**src/rtl/load_store_unit_if.sv**
```systemverilog
// load_store_unit_if: request/response handshake and data-memory bus.
// slave = the LSU's view; master = execute stage plus data memory.
interface load_store_unit_if #(
  parameter int DMEM_AW = 14
);
  logic               req_valid;
  logic               req_ready;
  logic               req_we;
  logic [2:0]         req_funct3;
  logic [31:0]        req_addr;
  logic [31:0]        req_wdata;
  logic               resp_valid;
  logic               resp_err;
  logic [31:0]        resp_rdata;
  logic               dmem_wen;
  logic [DMEM_AW-1:0] dmem_waddr;
  logic [31:0]        dmem_wdata;
  logic               dmem_ren;
  logic [DMEM_AW-1:0] dmem_raddr;
  logic [31:0]        dmem_rdata;

  modport slave (
    input  req_valid, req_we, req_funct3,
    input  req_addr, req_wdata, dmem_rdata,
    output req_ready, resp_valid, resp_err,
    output resp_rdata, dmem_wen, dmem_waddr,
    output dmem_wdata, dmem_ren, dmem_raddr
  );

  modport master (
    output req_valid, req_we, req_funct3,
    output req_addr, req_wdata, dmem_rdata,
    input  req_ready, resp_valid, resp_err,
    input  resp_rdata, dmem_wen, dmem_waddr,
    input  dmem_wdata, dmem_ren, dmem_raddr
  );
endinterface

```
**src/rtl/load_store_unit.sv**
```systemverilog
// load_store_unit: data-memory initiator, one request in flight.
// Ports: clk; rst (async, active-high); bus (load_store_unit_if.slave):
//   req_valid/req_ready/req_we/req_funct3/req_addr/req_wdata in,
//   resp_valid/resp_err/resp_rdata out, dmem_* strobes out,
//   dmem_rdata in (1-cycle registered read of a word-wide memory).
// Build macro LSU_SUBWORD_EN: B/H/BU/HU access and store RMW path.
module load_store_unit #(
  parameter int DMEM_AW = 14
) (
  input  logic             clk,
  input  logic             rst,
  load_store_unit_if.slave bus
);
  localparam logic [2:0] F3_W = 3'b010;

  typedef enum logic [2:0] {
    S_IDLE,
    S_RD,
    S_LDATA,
    S_MERGE,
    S_WR,
    S_ERR
  } state_t;

  state_t             state;
  logic [DMEM_AW-1:0] wa_q;
  logic [31:0]        wdata_q;

  logic is_w;
  logic hi_bad;
  logic f3_bad;
  logic algn_bad;
  logic req_err;
  logic [31:0] ext;
  logic [31:0] wr_word;

  assign is_w   = bus.req_funct3 == F3_W;
  assign hi_bad = |bus.req_addr[31:DMEM_AW+2];

`ifdef LSU_SUBWORD_EN
  localparam logic [2:0] F3_B  = 3'b000;
  localparam logic [2:0] F3_H  = 3'b001;
  localparam logic [2:0] F3_BU = 3'b100;
  localparam logic [2:0] F3_HU = 3'b101;

  logic       we_q;
  logic [2:0] f3_q;
  logic [1:0] lane_q;

  logic is_b;
  logic is_h;
  logic is_bu;
  logic is_hu;

  assign is_b  = bus.req_funct3 == F3_B;
  assign is_h  = bus.req_funct3 == F3_H;
  assign is_bu = bus.req_funct3 == F3_BU;
  assign is_hu = bus.req_funct3 == F3_HU;

  // Unsigned variants exist for loads only.
  always_comb begin
    f3_bad   = 1'b0;
    algn_bad = 1'b0;
    unique case (1'b1)
      is_b:  f3_bad = 1'b0;
      is_h:  algn_bad = bus.req_addr[0];
      is_hu: begin
        f3_bad   = bus.req_we;
        algn_bad = bus.req_addr[0];
      end
      is_bu: f3_bad = bus.req_we;
      is_w:  algn_bad = |bus.req_addr[1:0];
      default: f3_bad = 1'b1;
    endcase
  end
`else
  assign f3_bad   = !is_w;
  assign algn_bad = |bus.req_addr[1:0];
`endif

  assign req_err = hi_bad | f3_bad | algn_bad;

  always_ff @(posedge clk or posedge rst) begin
    if (rst) begin
      state   <= S_IDLE;
      wa_q    <= '0;
      wdata_q <= '0;
`ifdef LSU_SUBWORD_EN
      we_q    <= 1'b0;
      f3_q    <= '0;
      lane_q  <= '0;
`endif
    end else begin
      unique case (state)
        S_IDLE: begin
          if (bus.req_valid) begin
            wa_q    <= bus.req_addr[DMEM_AW+1:2];
            wdata_q <= bus.req_wdata;
`ifdef LSU_SUBWORD_EN
            we_q    <= bus.req_we;
            f3_q    <= bus.req_funct3;
            lane_q  <= bus.req_addr[1:0];
`endif
            if (req_err)
              state <= S_ERR;
            else if (bus.req_we & is_w)
              state <= S_WR;
            else
              state <= S_RD;
          end
        end
`ifdef LSU_SUBWORD_EN
        S_RD:    state <= we_q ? S_MERGE : S_LDATA;
`else
        S_RD:    state <= S_LDATA;
`endif
        default: state <= S_IDLE;
      endcase
    end
  end

`ifdef LSU_SUBWORD_EN
  logic [31:0] shifted;
  logic [7:0]  byte_sel;
  logic [15:0] half_sel;
  logic [31:0] merged;

  assign shifted  = bus.dmem_rdata >> {lane_q, 3'b000};
  assign byte_sel = shifted[7:0];
  assign half_sel = lane_q[1] ? bus.dmem_rdata[31:16]
                              : bus.dmem_rdata[15:0];

  always_comb begin
    ext = bus.dmem_rdata;
    unique case (1'b1)
      f3_q == F3_B:  ext = {{24{byte_sel[7]}}, byte_sel};
      f3_q == F3_BU: ext = {24'h0, byte_sel};
      f3_q == F3_H:  ext = {{16{half_sel[15]}}, half_sel};
      f3_q == F3_HU: ext = {16'h0, half_sel};
      default:       ext = bus.dmem_rdata;
    endcase
  end

  // Only SB and SH reach MERGE, so f3_q[0] separates half from byte.
  always_comb begin
    merged = bus.dmem_rdata;
    if (f3_q[0]) begin
      if (lane_q[1])
        merged[31:16] = wdata_q[15:0];
      else
        merged[15:0] = wdata_q[15:0];
    end else begin
      unique case (lane_q)
        2'd0: merged[7:0]   = wdata_q[7:0];
        2'd1: merged[15:8]  = wdata_q[7:0];
        2'd2: merged[23:16] = wdata_q[7:0];
        default: merged[31:24] = wdata_q[7:0];
      endcase
    end
  end

  assign wr_word = (state == S_MERGE) ? merged : wdata_q;
`else
  assign ext     = bus.dmem_rdata;
  assign wr_word = wdata_q;
`endif

  assign bus.req_ready  = state == S_IDLE;
  assign bus.resp_valid = state inside {S_LDATA, S_MERGE, S_WR, S_ERR};
  assign bus.resp_err   = state == S_ERR;
  assign bus.resp_rdata = (state == S_LDATA) ? ext : 32'h0;
  assign bus.dmem_ren   = state == S_RD;
  assign bus.dmem_wen   = (state == S_WR) | (state == S_MERGE);
  assign bus.dmem_raddr = wa_q;
  assign bus.dmem_waddr = wa_q;
  assign bus.dmem_wdata = bus.dmem_wen ? wr_word : 32'h0;
endmodule
```
**src/flat_wrapper.sv**
```systemverilog
// flat-port wrapper written by rule: the top's interface ports become plain ports
module load_store_unit_flat 
#(
  parameter int DMEM_AW = 14
)
  (clk, rst, bus_req_valid, bus_req_we, bus_req_funct3, bus_req_addr, bus_req_wdata, bus_dmem_rdata, bus_req_ready, bus_resp_valid, bus_resp_err, bus_resp_rdata, bus_dmem_wen, bus_dmem_waddr, bus_dmem_wdata, bus_dmem_ren, bus_dmem_raddr);
  load_store_unit_if #(.DMEM_AW(DMEM_AW)) bus_i ();
  input  logic clk;
  input  logic rst;
  input wire logic [$bits(bus_i.req_valid)-1:0] bus_req_valid;
  input wire logic [$bits(bus_i.req_we)-1:0] bus_req_we;
  input wire logic [$bits(bus_i.req_funct3)-1:0] bus_req_funct3;
  input wire logic [$bits(bus_i.req_addr)-1:0] bus_req_addr;
  input wire logic [$bits(bus_i.req_wdata)-1:0] bus_req_wdata;
  input wire logic [$bits(bus_i.dmem_rdata)-1:0] bus_dmem_rdata;
  output wire logic [$bits(bus_i.req_ready)-1:0] bus_req_ready;
  output wire logic [$bits(bus_i.resp_valid)-1:0] bus_resp_valid;
  output wire logic [$bits(bus_i.resp_err)-1:0] bus_resp_err;
  output wire logic [$bits(bus_i.resp_rdata)-1:0] bus_resp_rdata;
  output wire logic [$bits(bus_i.dmem_wen)-1:0] bus_dmem_wen;
  output wire logic [$bits(bus_i.dmem_waddr)-1:0] bus_dmem_waddr;
  output wire logic [$bits(bus_i.dmem_wdata)-1:0] bus_dmem_wdata;
  output wire logic [$bits(bus_i.dmem_ren)-1:0] bus_dmem_ren;
  output wire logic [$bits(bus_i.dmem_raddr)-1:0] bus_dmem_raddr;
  assign bus_i.req_valid = bus_req_valid;
  assign bus_i.req_we = bus_req_we;
  assign bus_i.req_funct3 = bus_req_funct3;
  assign bus_i.req_addr = bus_req_addr;
  assign bus_i.req_wdata = bus_req_wdata;
  assign bus_i.dmem_rdata = bus_dmem_rdata;
  assign bus_req_ready = bus_i.req_ready;
  assign bus_resp_valid = bus_i.resp_valid;
  assign bus_resp_err = bus_i.resp_err;
  assign bus_resp_rdata = bus_i.resp_rdata;
  assign bus_dmem_wen = bus_i.dmem_wen;
  assign bus_dmem_waddr = bus_i.dmem_waddr;
  assign bus_dmem_wdata = bus_i.dmem_wdata;
  assign bus_dmem_ren = bus_i.dmem_ren;
  assign bus_dmem_raddr = bus_i.dmem_raddr;
  load_store_unit #(.DMEM_AW(DMEM_AW)) u_core (.clk(clk), .rst(rst), .bus(bus_i));
endmodule
```
**config.mk**
```make
export PLATFORM = sky130hd
export DESIGN_NAME = load_store_unit_flat
export DESIGN_NICKNAME = d
export VERILOG_FILES = /design/src/rtl/load_store_unit_if.sv /design/src/rtl/load_store_unit.sv /design/src/flat_wrapper.sv
export SDC_FILE = /design/constraint.sdc
export NUM_CORES = 1
export LEC_CHECK = 0
export CAP_MARGIN = 15
export CORE_MARGIN = 2
export CORE_UTILIZATION = 37
export DETAILED_ROUTE_END_ITERATION = 8
export MAX_ROUTING_LAYER = met4
export PLACE_DENSITY = 0.94
export SYNTH_ARGS = -nofsm -noshare
export SYNTH_HDL_FRONTEND = slang
export SYNTH_SLANG_ARGS = --single-unit
```
**constraint.sdc**
```tcl
create_clock -name clk -period 3.2 [get_ports clk]
set_input_delay 0.8 -clock clk [delete_from_list [all_inputs] [get_ports clk]]
set_output_delay 0.8 -clock clk [all_outputs]
set_load 0.02 [all_outputs]
```
Yosys cells after proc, flatten, opt, wreduce, memory -nomap -nowiden
Cells that the tools add are included.
- equality and inequality tests: 7
- bitwise operators: 4
- reduce and logical (&&, ||, !) cells: 6
- mux-type cells: 6
- operator list (kind ; number):
    $mux W32 ; 2
    $reduce_or A16 Y1 ; 1
    $eq A3 B2 Y1 const B ; 3
    $mux W3 ; 3
    $eq A3 B3 Y1 const B ; 2
    $pmux W3 S2 ; 1
    $reduce_bool A4 Y1 ; 1
    $eq A3 B1 Y1 const B ; 1
    $logic_not A3 Y1 ; 1
    $or A1 B1 Y1 ; 3
    $ne A2 B2 Y1 const B ; 1
    $reduce_and A2 Y1 ; 1
    $reduce_or A2 Y1 ; 1
    $and A1 B1 Y1 ; 1
    $logic_not A1 Y1 ; 1
- flip-flop bits (word level): 49
- input bits: 103
- word-level logic and storage cells: 26

Longest topological paths before layout
- depth in word-level cells: 7
- mapped depth: 6

Worst setup path before layout
Ideal clock, no wire load.
- path type: reg-to-output
- from: reg u_core.state[1]
- to: out bus_dmem_wdata[22]
- path buffers: 2
- setup slack: 1057 ps
- stages on the path, launching flop included: 6
- data arrival time: 1343 ps
- required time: 2400 ps
- cell sequence: dfrtp_1 buf_6 nand2b_1 o21ai_1 buf_2 and2_1
- cells in the longest elaborated chain, start to end: 3
- elaborated cells on any way between the ends: 4
- those cells by class: 2 x eq/ne; 1 x mux; 1 x bitwise
- RTL lines (what ; line ; source):
    from (decl) ; load_store_unit.sv:25 ; state_t state;
    from (signal assigned) ; load_store_unit.sv:85 ; state <= S_IDLE;
    from (signal assigned) ; load_store_unit.sv:105 ; state <= S_ERR;
    from (signal assigned) ; load_store_unit.sv:107 ; state <= S_WR;
    $eq A3 B3 Y1 / $eq A3 B2 Y1 (equally long branches) ; load_store_unit.sv:173 ; assign bus.dmem_wen = (state == S_WR) | (state == S_MERGE);
    $or A1 B1 Y1 * ; load_store_unit.sv:173 ;
    net bus_dmem_wen ; flat_wrapper.sv:20 ; output wire logic [$bits(bus_i.dmem_wen)-1:0] bus_dmem_wen;
    $mux W32 * ; load_store_unit.sv:176 ; assign bus.dmem_wdata = bus.dmem_wen ? wr_word : 32'h0;
    to (decl) ; flat_wrapper.sv:22 ; output wire logic [$bits(bus_i.dmem_wdata)-1:0] bus_dmem_wdata;
The timed path passes the listed nets; every way through them passes the cells marked *.

Final worst setup path
- from: reg u_core.state[1]
- to: out bus_dmem_wdata[29]
- cells in the longest elaborated chain, start to end: 3
- elaborated cells on any way between the ends: 4
- those cells by class: 2 x eq/ne; 1 x mux; 1 x bitwise
- RTL lines (what ; line):
    $eq A3 B3 Y1 / $eq A3 B2 Y1 (equally long branches) ; load_store_unit.sv:173
    $or A1 B1 Y1 * ; load_store_unit.sv:173
    $mux W32 * ; load_store_unit.sv:176
Every way passes the cells marked *; elsewhere a longest branch is shown, timed or not.

==> reports/results.txt <==
outcome: completed
Worst Setup Path Type: register to primary output
diodes inserted: 0
Rows: 31
Primary FF master, synth: dfrtp_1
Hold Path Class: register to register
post-CTS setup buffers: 0
cell count after synthesis: 208
Hold Path Stages: 1
Async SR Flop Fraction: 100.0%
CP arrival: 2.20 ns
H-Tree Depth: 2
CTS root buf: clkbuf_8
worst-skew pair later-pin latency: 0.29 ns
routability cong.: 0.8491
Via density: 4.572
Final ANT Viol Nets: 0
Total GRT Usage: 20.69%
die area: 0.007958 mm2
Iter 0 DRT Violations: 30
vias in the first global route: 2280
Syn Nets: 311
minimum clock period: 3.002 ns
Vias: 2245
Setup violations, final: 0
synth-to-layout area growth: 75.45%
Port Buffers: 199
largest net degree at the start of global routing: 50
core footprint: 0.007137 mm2
fin crit share: 93.80%
post-detail-place hpwl: 6.743 mm
RSZ-0062 raised after global routing: false
Post-CTS Hold Buffers: 0
most common cell after layout, fill and taps aside: clkdlybuf4s50_1
crit end category: primary output
FF-to-FF path depth: 4
Power Density: 818.2 mW/mm2
fin nets: 494
post-DR wirelength/cell: 16.71 um
clock-pin slew on the worst setup and hold paths: 0.09 ns
final setup TNS: 0 ns
post-synthesis register bit count: 49
Req. time, crit path: 2.40 ns
Cell variety after synth: 25
I/O pin cnt: 200
initial core utilization: 37.64%
fmax: 333.2 MHz
drt drc: 0
total grt overflow: 0
Cell Area, Synth: 0.002686 mm2
Slew headroom: 59.25%
post-cts sizing count: 0
yosys warns: 0
post-synthesis sequential area ratio: 45.65%
hold slack final: 0.5102 ns
final hold violation count: 0
antenna violations before repair: 0
Worst Skew: 0.006429 ns
first-pass GRT wire length: 11.79 mm
drt first pass iters: 4
Num CTS Buffers: 5
Slew @ Worst Pin: 0.6112 ns
share of layout cells above drive strength 1: 16.33%
clk sinks: 49
maximum VDD drop: 0.3395 mV
most frequent cells in the layout: 199 x clkdlybuf4s50_1, 64 x and2_1, 49 x dfrtp_1
clock buffer depth: 2
WL final: 8.204 mm
CP Launch Type: register
max-cap viol count: 0
width of the die: 89.21 um
EDFF count, synth: 0
CTS tree: done
leak pwr: 1.967 nW
Die Span Y: 89.21 um
Mean Syn Cell Area: 12.92 um2
CP Max Fanout: 32
Slew Viols, Final: 0
registers in the layout (all words and copies together) (netlist names):
signal / cells
u_core.bus.dmem_raddr: 14
u_core.state: 3
u_core.wdata_q: 32
final cells by class:
class / instances / area [um2]
multi-input cells: 130 / 1225
clock buffers: 6 / 82.58
well taps: 99 / 123.9
repair buffers: 203 / 2034
inverters: 2 / 7.507
fillers: 555 / 2424
clock inverters: 2 / 13.76
flip-flops and latches: 49 / 1226
synth_stat cells (all sizes together), types with 2 or more instances:
library cell / instances / share of area, %
a31oi: 2 / 0.47
clkbuf: 6 / 0.88
and2: 65 / 15
mux2: 46 / 25
nor4: 3 / 0.70
nor3: 3 / 0.98
inv: 2 / 0.28
nor3b: 3 / 0.84
dfrtp: 49 / 46
buf: 21 / 7.9
metrics by stage:
stage	utilization, %	std cells	setup slack [ns]	instance area (um2)	power [W]
after floorplan	-	208	1.057	2686	0.002638
after global placement	64.69	483	0.3184	4617	0.003449
after detailed placement	64.69	483	0.3057	4617	0.003508
after CTS	66.04	491	0.1385	4713	0.003905
after global routing	66.04	491	0.03667	4713	0.004079
final	66.04	491	0.1984	4713	0.003856
worst max-delay path, stage by stage, from the launching register on:
cell	delay (ns)
dfrtp_1	0.47
nand2b_1	0.19
o21ai_2	0.14
buf_4	0.29
and2_1	0.20
clkdlybuf4s50_1	0.61
kinds of logic after synthesis:
logic type	count (synthesis)	synth area share (%)
AND/OR/NAND/NOR	80	19.42
AO/OA/AOI/OAI	3	0.6518
multiplexers	46	24.87
buffers and inverters	29	9.082
XOR/XNOR	1	0.3261
flip-flops	49	45.65
power breakdown:
part | internal (W) | switching [W]
clock network | 0.000175 | 0.000201
logic | 0.00134 | 0.00100
registers | 0.000929 | 0.000214
worst paths after layout:
path | from | endpoint | slack [ns]
max | u_core.state[1]$_DFFE_PP0P_ | bus_dmem_wdata[29] | 0.20
max reg2reg | u_core.state[0]$_DFFE_PP0P_ | u_core.bus.dmem_raddr[3]$_DFFE_PP0P_ | 1.28
min reg2reg | u_core.wdata_q[24]$_DFFE_PP0P_ | u_core.wdata_q[24]$_DFFE_PP0P_ | 0.51
max in group asynchronous | rst | u_core.wdata_q[27]$_DFFE_PP0P_ | 1.80
min in group asynchronous | rst | u_core.wdata_q[11]$_DFFE_PP0P_ | 0.99
min | u_core.wdata_q[24]$_DFFE_PP0P_ | u_core.wdata_q[24]$_DFFE_PP0P_ | 0.51
layer usage:
metal,wire (um),vias up,global-route usage (%)
li1,-,1038,-
met4,329,0,9.362
met5,0,-,-
met2,4338,146,38.25
met3,690,12,4.524
met1,2846,1049,20.56
No activity file was read; power rests on OpenSTA's default activity.
